`src/rtl/clock_pkg.sv`:
```
`default_nettype none
// ============================================================================
// Module      : clock_pkg
// Description : Shared types, field-select encodings, range limits and BCD
//               helper functions for the time_keeper_bcd slice.
// Revision    : 1.0 - initial release
// ============================================================================
package clock_pkg;

   typedef logic [3:0] digit_t;
   typedef logic [7:0] field_t;

   typedef enum logic [1:0] {
      SEL_SEC  = 2'd0,
      SEL_MIN  = 2'd1,
      SEL_HOUR = 2'd2,
      SEL_NONE = 2'd3
   } sel_e;

   localparam field_t MAX_SEC    = 8'h59;
   localparam field_t MAX_MIN    = 8'h59;
   localparam field_t MAX_HOUR   = 8'h23;
   localparam field_t MAX_HOUR12 = 8'h12;
   localparam digit_t MAX_DIGIT  = 4'd9;

   // Binary 0..99 to packed two-digit BCD
   function automatic field_t bin_to_bcd(input logic [6:0] v);
      return {4'(v / 7'd10), 4'(v % 7'd10)};
   endfunction

   // Packed two-digit BCD to binary
   function automatic logic [6:0] bcd_to_bin(input field_t v);
      return (7'(v[7:4]) * 7'd10) + 7'(v[3:0]);
   endfunction

   // True when both digits are decimal and the value does not exceed max
   function automatic logic bcd_legal(input field_t v, input field_t max);
      return (v[7:4] <= MAX_DIGIT) && (v[3:0] <= MAX_DIGIT) && (v <= max);
   endfunction

   // Modulo increment; any illegal value collapses to 00
   function automatic field_t bcd_inc(input field_t v, input field_t max);
      if (!bcd_legal(v, max) || (v == max))
         return 8'h00;
      else if (v[3:0] == MAX_DIGIT)
         return {v[7:4] + 4'd1, 4'd0};
      else
         return {v[7:4], v[3:0] + 4'd1};
   endfunction

   // 24-hour BCD to {pm, 12-hour BCD 01..12}
   function automatic logic [8:0] hour24_to_12(input field_t h24);
      logic [6:0] h;
      logic       pm;
      h  = bcd_to_bin(h24);
      pm = (h >= 7'd12);
      if (pm)
         h = h - 7'd12;
      if (h == 7'd0)
         h = 7'd12;
      return {pm, bin_to_bcd(h)};
   endfunction

   // 12-hour BCD 01..12 plus pm flag back to 24-hour BCD
   function automatic field_t hour12_to_24(input field_t h12, input logic pm);
      logic [6:0] h;
      h = bcd_to_bin(h12);
      if (h == 7'd12)
         h = 7'd0;
      if (pm)
         h = h + 7'd12;
      return bin_to_bcd(h);
   endfunction

endpackage
`default_nettype wire

```
`src/rtl/bcd_mod_counter.sv`:
```
`default_nettype none
// ============================================================================
// Module      : bcd_mod_counter
// Description : Two-digit packed BCD counter, modulo (MAX_VAL+1), with
//               parallel load and a combinational wrap flag that is high
//               when an increment is about to roll MAX_VAL over to 00.
// Revision    : 1.0 - initial release
// ============================================================================
module bcd_mod_counter
   import clock_pkg::*;
#(
   parameter field_t MAX_VAL  = MAX_SEC,
   parameter field_t INIT_VAL = 8'h00
) (
   input  logic   clk,
   input  logic   rst,
   input  logic   i_inc,
   input  logic   i_load,
   input  field_t i_load_val,
   output field_t o_value,
   output logic   o_wrap
);

   field_t value_q;
   field_t value_d;

   // Next value: load beats increment, otherwise hold
   always_comb begin
      value_d = value_q;
      if (i_load)
         value_d = i_load_val;
      else if (i_inc)
         value_d = bcd_inc(value_q, MAX_VAL);
   end

   // Field register with synchronous reset to the elaborated init value
   always_ff @(posedge clk) begin
      if (rst)
         value_q <= INIT_VAL;
      else
         value_q <= value_d;
   end

   assign o_value = value_q;
   // Only a genuine MAX_VAL -> 00 roll counts; an illegal value forced to 00 does not carry
   assign o_wrap  = i_inc && !i_load && (value_q == MAX_VAL);

endmodule
`default_nettype wire

```
`src/rtl/time_keeper_bcd.sv`:
```
`default_nettype none
// ============================================================================
// Module      : time_keeper_bcd
// Description : BCD time-of-day counter driven by a 1 Hz enable. Supports
//               per-field adjust, validated parallel load and registered
//               minute/hour/day carry pulses.
//               Optional macro HOUR12_MODE_EN: 12-hour display with pm flag
//               and a load_pm input; internal state stays 24-hour.
// Revision    : 1.0 - initial release
// ============================================================================
module time_keeper_bcd
   import clock_pkg::*;
#(
   parameter int unsigned INIT_HOUR = 0,
   parameter int unsigned INIT_MIN  = 0,
   parameter int unsigned INIT_SEC  = 0
) (
   input  logic       clk_27MHz,
   input  logic       rst,
   input  logic       clk_1Hz_en,
   input  logic       set_mode,
   input  logic [1:0] set_sel,
   input  logic       set_inc,
   input  logic       load_valid,
   input  logic [7:0] load_hour,
   input  logic [7:0] load_min,
   input  logic [7:0] load_sec,
   output logic       load_err,
   output logic [7:0] hour_bcd,
   output logic [7:0] min_bcd,
   output logic [7:0] sec_bcd,
   output logic       min_carry,
   output logic       hour_carry,
`ifdef HOUR12_MODE_EN
   output logic       day_carry,
   input  logic       load_pm,
   output logic       pm
`else
   output logic       day_carry
`endif
);

   localparam field_t INIT_HOUR_BCD = bin_to_bcd(7'(INIT_HOUR));
   localparam field_t INIT_MIN_BCD  = bin_to_bcd(7'(INIT_MIN));
   localparam field_t INIT_SEC_BCD  = bin_to_bcd(7'(INIT_SEC));

   field_t sec_val, min_val, hour_val;
   field_t w_load_hour24;
   logic   w_hour_ok, w_load_ok, w_load_acc;
   logic   w_tick, w_adj;
   logic   w_sec_inc, w_min_inc, w_hour_inc;
   logic   w_sec_wrap, w_min_wrap, w_hour_wrap;

   logic   min_carry_q, min_carry_d;
   logic   hour_carry_q, hour_carry_d;
   logic   day_carry_q, day_carry_d;
   logic   load_err_q, load_err_d;

   // Load validation and conversion of the load hour into internal 24-hour form
   always_comb begin
`ifdef HOUR12_MODE_EN
      w_hour_ok     = bcd_legal(load_hour, MAX_HOUR12) && (load_hour != 8'h00);
      w_load_hour24 = hour12_to_24(load_hour, load_pm);
`else
      w_hour_ok     = bcd_legal(load_hour, MAX_HOUR);
      w_load_hour24 = load_hour;
`endif
      w_load_ok = w_hour_ok && bcd_legal(load_min, MAX_MIN) && bcd_legal(load_sec, MAX_SEC);
   end

   // Any load request owns the cycle, so a coincident tick or adjust is lost
   assign w_load_acc = load_valid && w_load_ok;
   assign w_tick     = clk_1Hz_en && !set_mode && !load_valid;
   assign w_adj      = set_mode && set_inc && !load_valid;

   // Ticks ripple through the wrap flags; adjusts touch one field only
   assign w_sec_inc  = w_tick || (w_adj && (set_sel == SEL_SEC));
   assign w_min_inc  = (w_tick && w_sec_wrap) || (w_adj && (set_sel == SEL_MIN));
   assign w_hour_inc = (w_tick && w_min_wrap) || (w_adj && (set_sel == SEL_HOUR));

   bcd_mod_counter #(
      .MAX_VAL  (MAX_SEC),
      .INIT_VAL (INIT_SEC_BCD)
   ) u_sec (
      .clk        (clk_27MHz),
      .rst        (rst),
      .i_inc      (w_sec_inc),
      .i_load     (w_load_acc),
      .i_load_val (load_sec),
      .o_value    (sec_val),
      .o_wrap     (w_sec_wrap)
   );

   bcd_mod_counter #(
      .MAX_VAL  (MAX_MIN),
      .INIT_VAL (INIT_MIN_BCD)
   ) u_min (
      .clk        (clk_27MHz),
      .rst        (rst),
      .i_inc      (w_min_inc),
      .i_load     (w_load_acc),
      .i_load_val (load_min),
      .o_value    (min_val),
      .o_wrap     (w_min_wrap)
   );

   bcd_mod_counter #(
      .MAX_VAL  (MAX_HOUR),
      .INIT_VAL (INIT_HOUR_BCD)
   ) u_hour (
      .clk        (clk_27MHz),
      .rst        (rst),
      .i_inc      (w_hour_inc),
      .i_load     (w_load_acc),
      .i_load_val (w_load_hour24),
      .o_value    (hour_val),
      .o_wrap     (w_hour_wrap)
   );

   // Pulse conditions; carries only come from the tick path
   always_comb begin
      min_carry_d  = w_tick && w_sec_wrap;
      hour_carry_d = w_tick && w_min_wrap;
      day_carry_d  = w_tick && w_hour_wrap;
      load_err_d   = load_valid && !w_load_ok;
   end

   // Pulse registers, aligned with the field update they describe
   always_ff @(posedge clk_27MHz) begin
      if (rst) begin
         min_carry_q  <= 1'b0;
         hour_carry_q <= 1'b0;
         day_carry_q  <= 1'b0;
         load_err_q   <= 1'b0;
      end else begin
         min_carry_q  <= min_carry_d;
         hour_carry_q <= hour_carry_d;
         day_carry_q  <= day_carry_d;
         load_err_q   <= load_err_d;
      end
   end

   assign min_carry  = min_carry_q;
   assign hour_carry = hour_carry_q;
   assign day_carry  = day_carry_q;
   assign load_err   = load_err_q;
   assign sec_bcd    = sec_val;
   assign min_bcd    = min_val;

`ifdef HOUR12_MODE_EN
   localparam logic [8:0] INIT_DISP = hour24_to_12(INIT_HOUR_BCD);

   field_t w_hour_next;
   field_t hour_disp_q, hour_disp_d;
   logic   pm_q, pm_d;

   // Mirror the hour counter's next value so the 12-hour stage keeps latency 1
   always_comb begin
      w_hour_next = hour_val;
      if (w_load_acc)
         w_hour_next = w_load_hour24;
      else if (w_hour_inc)
         w_hour_next = bcd_inc(hour_val, MAX_HOUR);
      {pm_d, hour_disp_d} = hour24_to_12(w_hour_next);
   end

   // Registered 12-hour display stage
   always_ff @(posedge clk_27MHz) begin
      if (rst) begin
         pm_q        <= INIT_DISP[8];
         hour_disp_q <= INIT_DISP[7:0];
      end else begin
         pm_q        <= pm_d;
         hour_disp_q <= hour_disp_d;
      end
   end

   assign hour_bcd = hour_disp_q;
   assign pm       = pm_q;
`else
   assign hour_bcd = hour_val;
`endif

endmodule
`default_nettype wire

```
`config.mk`:
```
export PLATFORM = sky130hd
export DESIGN_NAME = time_keeper_bcd
export DESIGN_NICKNAME = d
export VERILOG_FILES = /design/src/rtl/clock_pkg.sv /design/src/rtl/bcd_mod_counter.sv /design/src/rtl/time_keeper_bcd.sv
export SDC_FILE = /design/constraint.sdc
export NUM_CORES = 1
export LEC_CHECK = 0
export BUFFER_PORTS_ARGS = -buffer_cell sky130_fd_sc_hd__buf_4
export CELL_PAD_IN_SITES_DETAIL_PLACEMENT = 1
export CELL_PAD_IN_SITES_GLOBAL_PLACEMENT = 1
export CORE_AREA = 2 2 74 76
export DETAILED_ROUTE_END_ITERATION = 10
export DIE_AREA = 0 0 76 78
export HOLD_SLACK_MARGIN = 0.03
export PLACE_DENSITY = 0.81
export SLEW_MARGIN = 20
export SYNTH_ARGS = -nofsm -noshare
export SYNTH_HDL_FRONTEND = slang
export SYNTH_SLANG_ARGS = --single-unit
```
`constraint.sdc`:
```
create_clock -name clk_27MHz -period 3 [get_ports clk_27MHz]
set_clock_uncertainty 0.15 [all_clocks]
set_input_delay 0 -clock clk_27MHz [delete_from_list [all_inputs] [get_ports clk_27MHz]]
set_output_delay 0 -clock clk_27MHz [all_outputs]
set_load 0.01 [all_outputs]
```
==> key figures <==
Critical path
  • Reg-to-reg slack, setup: ~0.13 ns
  • Reg-to-reg endpoint: u_sec.o_value[5]
  • Max Fanout on Critical Path: 7
  • Reg2reg start: u_sec.o_value[1]
  • Setup crit start kind: flop
  • WP data required: between 3 and 4 ns
  • Crit. Startpoint: u_sec.o_value[1]
  • Critical path class: flop to flop
  • Worst R2R Path Depth: 6
  • CP endpoint kind: flop
  • Critical path arrival: around 3 ns

Outcome
  • Status: finished clean

STA
  • F_max: 0.3488 GHz
  • Worst slew pin tran: 0.5457 ns
  • Max-slew violation count: 0
  • Rel. slew slack: between 60% and 70%
  • Final-report hold violation count: 0
  • Tcrit/Tclk final: 95.56%
  • Final setup fails: 0
  • Setup_tns: 0 ns
  • Min cycle time layout: roughly 2.9 ns
  • RSZ-0062 raised after global routing: false
  • Worst setup margin: roughly 0.13 ns

Place
  • Post-DP Area: 0.002230 sq mm
  • Buffers on Ports: a little under 60
  • DP Wirelength: a little over 4000 um
  • Dpl ws: between 0.6 and 0.7 ns
  • RePlAce Congestion: ~0.81

Logic synthesis
  • Sequential area share after synthesis: 32.02%
  • Synth warnings: 0
  • Number of synthesized register bits: 28
  • Syn nets: roughly 260
  • Post-synth EDFFs: 0
  • Largest family of logic cells by synthesized area: simple AND/OR/NAND/NOR gates
  • Synth Flop Type: dfxtp_1
  • Mapped cell area: roughly 0.0018 sq mm
  • Post-Synth Adder-Cell Area: 6.433%
  • Synth unique cells: 52
  • Synth Area in Compound Gates: a little under a quarter
  • Simple-gate share of the synthesized area: between 30% and 40%
  • Async SR Flop Fraction: 0%
  • Avg Inst Size Synth: 7.920 sq um
  • Post-synthesis mux area share: approximately 1.1%
  • Post-Synthesis Cells: between 200 and 250
  • Post-synthesis xor/xnor area fraction: ~1.0%

Power
  • Maximum vdd ir drop: about 0.00021 V
  • Static Leak: roughly 0.0012 uW
  • PD cells: 296.3 mW/mm^2

Detailed routing
  • First-pass iteration count of the detailed router: 4
  • Drc violations: 0
  • Vias per cell: ~5.3
  • Iteration-0 DRC Markers: 57
  • WL per Instance: between 15 and 20 um
  • DRT antenna net count: 0
  • Via count: 2043
  • Routed WL: a little over 6000 um

Clock network
  • CTS buffer count: 3
  • Clk buf depth: 2
  • Setup Fix Bufs, Post-CTS: 0
  • Clk_lat worst skew: 0.29 ns
  • CTS clock-pin slew for the worst setup and hold paths: roughly 0.11 ns
  • Clock Sinks: 28
  • Htree depth: 1
  • CTS tree: built
  • Clock root buffer master: clkbuf_8

Floorplanning
  • Die span in y: 78 um
  • Die width: between 70 and 80 um
  • Core area: ~0.005 sq mm
  • Initial Util: 34.71%
  • I/O Pins: 60
  • Die Footprint: slightly below 0.006 sq mm
  • Cell row count: 26

Hold path
  • Worst min-delay path startpoint: clk_1Hz_en
  • Min-Delay Path Class: input port to flop
  • Hold EP: day_carry
  • Hold-critical path depth: 5

Cells and area
  • Synth-to-layout area growth: 59.04%
  • Nets: around 360
  • Final instance area: 0.002784 sq mm
  • Inserted Diodes: 0
  • Share of layout cells above drive strength 1: between 20% and 30%

Global route
  • First-pass GRT wire length: 9991 um
  • Initial antenna violation count: 0
  • Gr usage total: 20.45%
  • Largest net degree at the start of global routing: 33
  • Total gr overflow: 0
  • Vias in the first global route: between 2000 and 2500

Flow run
  • Max-Cap Viols: 0
## flip-flops by register name (all words and copies together), names as in the netlist
name / flops
u_sec.o_value: 8
day_carry: 1
min_carry: 1
u_hour.o_value: 8
load_err: 1
u_min.o_value: 8
hour_carry: 1
## power breakdown
group / total (uW) / switching [uW] / internal [uW]
Clock: 316 / 137 / 179
Combinational: 123 / 48.6 / 74.3
Sequential: 386 / 9.22 / 377
## placed cells by master, fill, tap and decap left out, drive strengths merged, types with 2 or more instances in the layout
cell and instances:
a211oi 9, a21o 2, a21oi 12, a22oi 3, a311oi 7, a31oi 2, and2 2, and3 4
buf 59, clkbuf 3, dfxtp 28, dlygate4sd3 46, ha 9, inv 10, mux2i 2, nand2 22
nand2b 3, nand3 3, nand3b 2, nor2 29, nor3 9, nor3b 4, nor4 3, nor4b 3
o211ai 3, o21ai 12, or3 2, or3b 2, or4 3, or4b 3, xor2 2
## cell usage after synthesis (2+ instances only)
library cell  instances  area share, %
xor2_1                2            1.0
nand3_1               3           0.86
a21oi_1              12            3.4
nor4_1                3            1.1
nand3b_1              2           0.86
nor2_1               28            6.0
and3_1                4            1.4
clkbuf_1              5            1.1
or4b_1                2            1.1
a211oi_1              9            3.9
a22oi_1               3            1.3
dfxtp_1              28             32
nor3_1                9            2.6
and2_1                2           0.71
nor3b_1               4            1.7
a21o_1                2           0.86
a311oi_1              7            3.5
or3_1                 2           0.71
or4_1                 3            1.3
nand2b_1              3            1.1
buf_2                 4            1.1
nand2_1              22            4.7
ha_1                  9            6.4
a31oi_1               2           0.71
inv_1                10            2.1
nor4b_1               2            1.0
mux2i_1               2            1.1
o21ai_0              11            3.1
o211ai_1              3            1.3
## cells by family after synthesis
logic type | count (synthesis)
AOI/OAI and AO/OA | 59
buffers and inverters | 21
muxes | 2
and+or+nand+nor | 100
xor gates and xnor gates | 2
DFF | 28
adders and majority gates | 9
## routing by layer
metal	GRT usage [%]	vias to the layer above	share of wire [%]
met1	25.85	983	45
met3	2.907	9	3.5
met4	4.909	0	1.0
met5	0	-	0
li1	-	1008	-
met2	36.79	43	50
## worst max path at each step
stage	slack, ns	end
floorplan	0.77	u_hour.o_value[2]
global placement	0.75	u_hour.o_value[5]
detailed placement	0.65	u_hour.o_value[1]
CTS	0.006	u_sec.o_value[0]
global route	0.003	u_hour.o_value[2]
finish	0.13	u_sec.o_value[5]
## critical path, stage by stage (launching register included)
cell and delay (ns):
dfxtp_1 0.38, or2_1 0.26, a221o_1 0.42, or3b_4 0.43
or3_1 0.32, a311oi_1 0.27, dlygate4sd3_1 0.58
## through the flow
stage | total power, uW | util, % | hold slack [ns] | std cells
global route | 851.6 | 55.21 | 0.1444 | 389
floorplan | 429.1 | - | -0.01395 | 221
detailed placement | 482.6 | 44.22 | 0.1169 | 339
finish | 824.9 | 55.21 | 0.1199 | 389
CTS | 825.1 | 54.76 | 0.1109 | 389
global placement | 480.8 | 44.22 | 0.1046 | 339
## cell type report
cell class | count | area [sq um]
Fill cell | 625 | 2258
Inverter | 10 | 37.54
Multi-Input combinational cell | 172 | 1121
Clock inverter | 1 | 30.03
Tap cell | 70 | 87.58
Timing Repair Buffer | 105 | 903.4
Clock buffer | 3 | 41.29
Sequential cell | 28 | 563.0
## what timing repair did
| item | in CTS | in global routing |
|---|---|---|
| hold buffers | 46 | 0 |
| endpoints found under the hold margin | 24 | 0 |
| resized for setup | 0 | 8 |
| setup endpoints to repair | 0 | 15 |
No activity file was read; power rests on OpenSTA's default activity.
